`src/rtl/cache_pkg.sv`:
```
// Shared definitions for the direct-mapped cache and its backing-memory responder.
package cache_pkg;

    localparam int unsigned DEFAULT_ADDR_W = 5;
    localparam int unsigned DEFAULT_DATA_W = 32;
    localparam int unsigned CNT_W          = 4;

    typedef enum logic [1:0] {
        StIdle,
        StWait,
        StDone
    } state_e;

    function automatic int unsigned mem_depth(input int unsigned addr_w);
        return 32'd1 << addr_w;
    endfunction

endpackage

```
`src/rtl/resp_mem_array.sv`:
```
// Word storage for the responder: synchronous write, registered read, async clear of all words.
module resp_mem_array
    import cache_pkg::*;
#(
    parameter int unsigned ADDR_W = DEFAULT_ADDR_W,
    parameter int unsigned DATA_W = DEFAULT_DATA_W
) (
    input  logic              clk,
    input  logic              rst,
    input  logic              we,
    input  logic              re,
    input  logic [ADDR_W-1:0] addr,
    input  logic [DATA_W-1:0] wdata,
    output logic [DATA_W-1:0] rdata
);

    localparam int unsigned Depth = mem_depth(ADDR_W);

    logic [DATA_W-1:0] mem_q [Depth];
    logic [DATA_W-1:0] rdata_q;

    // rdata_q only moves on a read, so it holds the last read result across writes.
    always_ff @(posedge clk or posedge rst) begin
        if (rst) begin
            for (int unsigned i = 0; i < Depth; i++) begin
                mem_q[ADDR_W'(i)] <= '0;
            end
            rdata_q <= '0;
        end else begin
            if (we) begin
                mem_q[addr] <= wdata;
            end
            if (re) begin
                rdata_q <= mem_q[addr];
            end
        end
    end

    assign rdata = rdata_q;

endmodule

```
`src/rtl/cache_mem_responder.sv`:
```
// Fixed-latency backing memory for the cache: one request at a time, ready/req accept,
// one-cycle rvalid (read) or wack (write) pulse LATENCY cycles after the accept edge.
module cache_mem_responder
    import cache_pkg::*;
#(
    parameter int unsigned ADDR_W  = DEFAULT_ADDR_W,
    parameter int unsigned DATA_W  = DEFAULT_DATA_W,
    parameter int unsigned LATENCY = 3
) (
    input  logic              clk,
    input  logic              rst,
    input  logic              req,
    input  logic              wr,
    input  logic [ADDR_W-1:0] addr,
    input  logic [DATA_W-1:0] wdata,
    output logic              ready,
    output logic              rvalid,
    output logic [DATA_W-1:0] rdata,
    output logic              wack
);

    localparam logic [CNT_W-1:0] CntLoad = CNT_W'(LATENCY - 1);

    state_e            state_q, state_d;
    logic [CNT_W-1:0]  cnt_q, cnt_d;
    logic              wr_q;
    logic [ADDR_W-1:0] addr_q;
    logic [DATA_W-1:0] wdata_q;
    logic              rvalid_q, rvalid_d;
    logic              wack_q, wack_d;
    logic              latch_en;
    logic              mem_we, mem_re;

    always_ff @(posedge clk or posedge rst) begin
        if (rst) begin
            state_q  <= StIdle;
            cnt_q    <= '0;
            wr_q     <= 1'b0;
            addr_q   <= '0;
            wdata_q  <= '0;
            rvalid_q <= 1'b0;
            wack_q   <= 1'b0;
        end else begin
            state_q  <= state_d;
            cnt_q    <= cnt_d;
            rvalid_q <= rvalid_d;
            wack_q   <= wack_d;
            if (latch_en) begin
                wr_q    <= wr;
                addr_q  <= addr;
                wdata_q <= wdata;
            end
        end
    end

    always_comb begin
        state_d  = state_q;
        cnt_d    = cnt_q;
        rvalid_d = 1'b0;
        wack_d   = 1'b0;
        latch_en = 1'b0;
        mem_we   = 1'b0;
        mem_re   = 1'b0;
        unique case (state_q)
            StIdle: begin
                if (req) begin
                    latch_en = 1'b1;
                    cnt_d    = CntLoad;
                    state_d  = StWait;
                end
            end
            StWait: begin
                // The access and its response pulse are launched on the same edge.
                if (cnt_q == '0) begin
                    mem_we   = wr_q;
                    mem_re   = ~wr_q;
                    rvalid_d = ~wr_q;
                    wack_d   = wr_q;
                    state_d  = StDone;
                end else begin
                    cnt_d = cnt_q - CNT_W'(1);
                end
            end
            StDone: begin
                state_d = StIdle;
            end
            default: begin
                state_d = StIdle;
            end
        endcase
    end

    resp_mem_array #(
        .ADDR_W (ADDR_W),
        .DATA_W (DATA_W)
    ) u_mem (
        .clk   (clk),
        .rst   (rst),
        .we    (mem_we),
        .re    (mem_re),
        .addr  (addr_q),
        .wdata (wdata_q),
        .rdata (rdata)
    );

    assign ready  = (state_q == StIdle);
    assign rvalid = rvalid_q;
    assign wack   = wack_q;

endmodule

```
`config.mk`:
```
export PLATFORM = sky130hd
export DESIGN_NAME = cache_mem_responder
export DESIGN_NICKNAME = d
export VERILOG_FILES = /design/src/rtl/cache_pkg.sv /design/src/rtl/resp_mem_array.sv /design/src/rtl/cache_mem_responder.sv
export SDC_FILE = /design/constraint.sdc
export NUM_CORES = 2
export LEC_CHECK = 0
export CAP_MARGIN = 20
export CORE_MARGIN = 2
export CORE_UTILIZATION = 29
export CTS_BUF_LIST = sky130_fd_sc_hd__clkbuf_8
export DETAILED_ROUTE_END_ITERATION = 8
export PLACE_DENSITY = 0.46
export RECOVER_POWER = 100
export SETUP_SLACK_MARGIN = 0.02
export SLEW_MARGIN = 20
export SYNTH_ARGS = -nofsm -noshare
export SYNTH_HDL_FRONTEND = slang
export SYNTH_SLANG_ARGS = --single-unit
```
`constraint.sdc`:
```
create_clock -name clk -period 62.7 [get_ports clk]
set_clock_uncertainty 0.1 [all_clocks]
set_input_delay 12.54 -clock clk [delete_from_list [all_inputs] [get_ports clk]]
set_output_delay 12.54 -clock clk [all_outputs]
set_load 0.05 [all_outputs]
```
==> results.yml <==
power_and_ir_drop:
  leakage_nw: 26.53
  clock_power_share_pct: 31.3
  p_int_mw: 1.379
  power.share.combinational_pct: 25.9
  p_switching_mw: 0.7968
  powerDensity_nw_per_um2: 38.92
  sw_frac_of_total_pct: 36.63
  ir_drop_uv: 27.46
  power_frac_seq_pct: 42.8
floorplanning:
  design.core.area_sq_um: 169100
  row_count: 151
  start_util_pct: 29.17
  io_pins: 76
  die_w_um: 416.4
  die_h_um: 416.4
  fp.dieArea_sq_um: 173400
routing:
  drt-initial-drc-count: 1767
  via_count: 29510
  viasPerCell: 5.050
  drt_wl_total_mm: 163.4
  ant_nets: 0
  drc_errors: 0
  wl_per_cell_um: 27.96
  firstDrtPassIters: 5
clock_tree:
  clock_latency_ps: 950
  cts_tree: "built"
  clkTransAtPathRegs_ps: 50
  cts_made_buffers: 201
  hold_buffers: 0
  cts_buffer_depth: 3
  cts_max_level: 4
  cts_resized: 0
  cts.sinks: 1102
  cts-root-buf: "clkbuf_8"
  post_cts_buffers: 0
sta:
  setup_viol: 0
  timing.fmax_ghz: 0.03495
  relSlewSlack_pct: -191.1
  hold_viol_final: 0
  finalSetupTns_ps: 0
  slew_viol_final: 2694
  fin_crit_ps: 28610
  tightestPinTransition_ps: 4366
  period_share_pct: 45.63
  rsz0062_at_grt: "no"
synth:
  synth_edf_count: 0
  syn_area_sq_um: 49320
  syn_avg_cell_area_sq_um: 14.54
  yosysSeqAreaShare_pct: 55.91
  ys_seq_elements: 1102
  syn_inst: 3392
  yosysWarnings: 0
  synthDistinctLibCells: 48
  yosys_most_used_dff: "dfrtp_1"
  synth_nets: 3435
  async_flop_share_pct: 100.0
run_status:
  status: "finished with violations"
  violations: "capacitance limit, slew limit"
cells_and_area:
  area_growth_pct: 13.32
  fill_cells: 16650
  drive_above_1_share_pct: 40.44
  nNetsFinal: 3503
  final_core_util_pct: 33.05
setup_path:
  crit_arrival_ps: 28280
  path_class: "in2async"
  start_kind: "primary input"
  crit_required_ps: 62370
  crit_slowest_cell: "clkbuf_1"
  rrSetupSlack_ps: 47340
  path_buf_inv: 7
  rr_startpoint: "addr_q[1]"
  timing.critical_path.cells: "dlygate4sd3_1 > clkinvlp_2 > clkbuf_1 > clkbuf_1 > clkbuf_1 > clkbuf_1 > clkbuf_1"
  critPathTopFamily: "buffers and inverters"
  cpPeakStageDelay_ps: 2920
  cp_common_cell: "clkbuf_1"
  cp-end-kind: "asynchronous set/reset pin"
  crit_path_start: "rst"
  crit_fanout: 92
place:
  globalplace.congestion: 0.7193
  portBuffers: 75
  dp_hpwl_mm: 93.24
global_routing:
  grt_overflow: 0
  grt_pass1_vias: 31200
  antenna_found_initial: 2
  grt.total_usage_pct: 18.86
  grt_max_degree: 93
  grt_pass1_wl_mm: 236.3
flow_run:
  maxCapViolCount: 87
worst_hold_path:
  worstHoldStart: "u_mem.mem_q[709]"
  hold_path_class: "reg2reg"
==> cell type report <==
cell class	count	area, sq um	share of cell area (%)
clock inverters	114	569.3	1.019
well taps	2218	2775	4.965
clock buffers	249	3427	6.132
diodes	5	12.51	0.02239
repair buffers	177	1285	2.299
multi-input cells	1972	20200	36.13
inverters	6	25.02	0.04477
flip-flops and latches	1102	27600	49.38
==> state kept, by name (all words and copies together), names as in the netlist <==
name	cells
u_mem.rdata	32
wdata_q	32
addr_q	5
cnt_q	4
wr_q	1
u_mem.mem_q	1024
wack	1
state_q	2
rvalid	1
==> cells in the final DEF, fill, tap and decap left out, types with 37 or more instances in the layout <==
master | synthesis | final
clkbuf_8 | 0 | 249
clkdlybuf4s50_1 | 0 | 38
mux4_2 | 130 | 130
clkbuf_1 | 134 | 63
a22oi_1 | 56 | 56
inv_1 | 6 | 82
buf_4 | 23 | 37
dlygate4sd3_1 | 0 | 37
mux2_2 | 984 | 983
o22ai_1 | 104 | 104
nor2_1 | 35 | 48
mux2_1 | 42 | 43
dfrtp_1 | 1102 | 1085
nand2_1 | 162 | 162
mux2i_1 | 259 | 259
==> through the flow <==
| step | hold slack [ps] | cells | power (mW) | area, sq um | setup slack (ps) |
|---|---|---|---|---|---|
| after detailed placement | 370.7 | 5474 | 1.511 | 52350 | 44590 |
| after CTS | 383.5 | 5837 | 2.205 | 56340 | 45590 |
| final | 380.4 | 5843 | 2.176 | 55890 | 34090 |
| after global routing | 391.4 | 5841 | 2.286 | 55880 | 30920 |
| after floorplan | 352.4 | 3392 | 1.267 | 49320 | 19030 |
| after global placement | 365.5 | 5473 | 1.510 | 52340 | 44590 |
==> routing by layer <==
layer,share of wire (%),wire length (um),vias to the layer above,track usage (%)
met5,0.0080,13,-,0
met3,3.2,5254,271,3.060
met1,46,74610,16090,25.34
met2,48,79230,545,31.41
li1,-,-,12600,-
met4,2.6,4277,2,5.177
==> worst paths after layout <==
kind	depth (start not counted)	end
min in group asynchronous	2	wdata_q[27]
worst max register to register	9	u_mem.rdata[13]
worst max-delay path	7	wdata_q[11]
max in group clk	4	wdata_q[11]
worst min-delay path	1	u_mem.mem_q[709]
worst min register to register	1	u_mem.mem_q[709]
==> cell families after synthesis <==
| kind of cell | after synthesis | synth area share [%] |
|---|---|---|
| and+or+nand+nor | 328 | 3.321 |
| AOI/OAI and AO/OA | 225 | 3.059 |
| muxes | 1415 | 34.62 |
| DFF | 1102 | 55.91 |
| adders and majority gates | 2 | 0.05073 |
| buffers and inverters | 318 | 3.006 |
| xor gates and xnor gates | 2 | 0.03552 |
==> cell usage after synthesis, types with 6 or more instances <==
cell,count,area [sq um]
nor3_1,13,65.06
a21oi_1,14,70.07
nor2_1,35,131.4
a31oi_1,11,68.82
dfrtp_1,1102,27580
o21ai_0,11,55.05
buf_4,23,172.7
o22a_1,15,131.4
and2_1,8,50.05
nand2b_1,7,43.79
mux2i_1,259,2592
mux4_2,130,2928
buf_2,144,720.7
nor2_2,12,75.07
o22ai_1,104,650.6
mux2_1,42,473.0
clkbuf_1,134,503.0
buf_1,8,30.03
nor2b_1,8,50.05
a22oi_1,56,420.4
and3_1,9,56.30
nor4_1,13,81.33
nand3_1,20,100.1
mux2_2,984,11080
inv_1,6,22.52
nand2_1,162,608.1
or4_1,6,45.04
a221oi_1,6,52.55
==> power groups by stage <==
stage	logic [mW]	registers, mW	clock network (mW)
5_1_grt	0.597	0.950	0.739
3_3_place_gp	0.563	0.947	0
4_1_cts	0.565	0.935	0.705
3_5_place_dp	0.564	0.947	0
6_report	0.563	0.932	0.681
2_1_floorplan	0.376	0.891	0
Note: power is estimated with default switching activity, not from simulation.
==> variant (same settings) <==
Change the package constant `DEFAULT_ADDR_W` from 5 to 4.
--- a/src/rtl/cache_pkg.sv
+++ b/src/rtl/cache_pkg.sv
@@ -1,7 +1,7 @@
 // Shared definitions for the direct-mapped cache and its backing-memory responder.
 package cache_pkg;
 
-    localparam int unsigned DEFAULT_ADDR_W = 5;
+    localparam int unsigned DEFAULT_ADDR_W = 4;
     localparam int unsigned DEFAULT_DATA_W = 32;
     localparam int unsigned CNT_W          = 4;
 
Interface: changed (resized addr); port bits go from 76 to 75. No check against the original RTL was run, so the function may have changed too.
==> variant against the original RTL <==
The flow still finishes with violations (capacitance limit, slew limit); wire length shrank 58%; critical path type unchanged; register-to-register slack gained 8.1 ns; synthesized area shrank 47%; setup slack gained 5.7 ns; power shrank 41%; highest routed layer is now met4; combinational power shrank 41%; largest power group unchanged; die area shrank 47%; design area shrank 47%; sequential cell count shrank 513.
==> variant: results (changes against the original RTL) <==
Power
  – P_sw: 0.0004236 W (was 0.0007968 W)
  – Peak supply drop: 0.03544 mV (was 0.02746 mV)

Global route
  – Initial antenna violation count: 1 (was 2)
  – First-pass GRT wire length: 105000 µm (was 236300 µm)
  – Largest net degree at the start of global routing: 118 (was 93)

Synth
  – Mapped Nets: 1624 (was 3435)
  – Seq cells post-synth: 589 (was 1102)

Placement
  – Detailed placer's ending HPWL: 38070 µm (was 93240 µm)

Layout
  – Nonclk buf count: 113 (was 177)
  – Total Nets Final: 1710 (was 3503)
  – Clock buf/inv share: 0.06578 (was 0.07150)
  – Max reg flops: 512 (was 1024)
  – Logic inverters: 5 (was 6)
  – Footprint of the multi-input gates: 10480 µm² (was 20200 µm²)
  – Seq/total area: 0.4984 (was 0.4938)
  – Antenna Cells: 2 (was 5)

Route
  – Via Count: 14164 (was 29505)
  – Final WL: 68180 µm (was 163400 µm)
  – DR iter-0 viols: 716 (was 1767)

Clock tree
  – Clk Latency, worst-skew pair: 0.72 ns (was 0.95 ns)

Outcome
  – Run status: finished with violations (unchanged)
  – Violated checks: capacitance limit, slew limit (unchanged)

STA
  – Max-slew violation count: 1149 (was 2694)

Setup path
  – Crit path largest cell delay: 3.30 ns (was 2.92 ns)

Run
  – Max-cap violations: 38 (was 87)
==> variant: changes by cell type after synthesis, moves of 104 or more <==
cell      delta
mux2_2     -434
o22ai_1    -104
dfrtp_1    -513
mux2i_1    -227
clkbuf_1   -116
nand2_1    -160
==> variant: logic make-up (layout without fill, tap and decap cells) <==
group	Yosys count	count (layout)	share of synthesized area
flip-flops	589	589	0.5630
buffers and inverters	139	295	0.03035
XOR/XNOR	2	2	0.0006693
AND/OR/NAND/NOR	74	74	0.01974
adder cells (fa/ha/maj)	2	2	0.0009558
other	0	2	0
multiplexers	741	741	0.3723
AO/OA/AOI/OAI	35	35	0.01295
==> variant: through the flow <==
stage | std cells | util | power (W) | area (µm²)
after floorplan | 1582 | - | 0.0008552 | 26180
after CTS | 2913 | 0.3335 | 0.001316 | 29930
after detailed placement | 2736 | 0.3118 | 0.0009689 | 27980
final | 2916 | 0.3298 | 0.001282 | 29600
after global routing | 2915 | 0.3298 | 0.001361 | 29590
after global placement | 2734 | 0.3115 | 0.0009557 | 27950
==> variant: worst reg2reg max path: stages (launching register included) <==
cell      delay [ns]
dfrtp_1         0.38
inv_1           0.12
ha_1            0.18
nor3b_1         0.81
nand3_1         0.61
nor4_1          2.68
clkbuf_1        1.76
mux2_2          0.53
==> variant: power groups by stage <==
| stage | clock network, W | registers (W) | logic, W |
|---|---|---|---|
| 2_1_floorplan | 0 | 0.000569 | 0.000286 |
| 3_3_place_gp | 0 | 0.000613 | 0.000343 |
| 3_5_place_dp | 0 | 0.000620 | 0.000349 |
| 4_1_cts | 0.000352 | 0.000614 | 0.000350 |
| 5_1_grt | 0.000368 | 0.000632 | 0.000360 |
| 6_report | 0.000337 | 0.000611 | 0.000334 |
==> variant: layer usage <==
layer	GRT usage	wire, µm	share of wire	up-vias
li1	-	-	-	6067
met1	0.1983	30840	0.45	7793
met2	0.2516	33740	0.49	215
met3	0.02723	2319	0.034	89
met4	0.04467	1271	0.019	0
met5	0	0	0	-
==> variant: final timing paths <==
path | endpoint | from | slack (ns)
max | u_mem.mem_q[28]$_DFFE_PP0P_ | rst | 39.77
min | u_mem.mem_q[396]$_DFFE_PP0P_ | u_mem.mem_q[396]$_DFFE_PP0P_ | 0.38
max reg2reg | u_mem.mem_q[474]$_DFFE_PP0P_ | cnt_q[0]$_DFFE_PP0P_ | 55.41
min reg2reg | u_mem.mem_q[396]$_DFFE_PP0P_ | u_mem.mem_q[396]$_DFFE_PP0P_ | 0.38
max in group clk | wdata_q[21]$_DFFE_PP0P_ | req | 46.64
min in group asynchronous | u_mem.mem_q[334]$_DFFE_PP0P_ | rst | 13.68
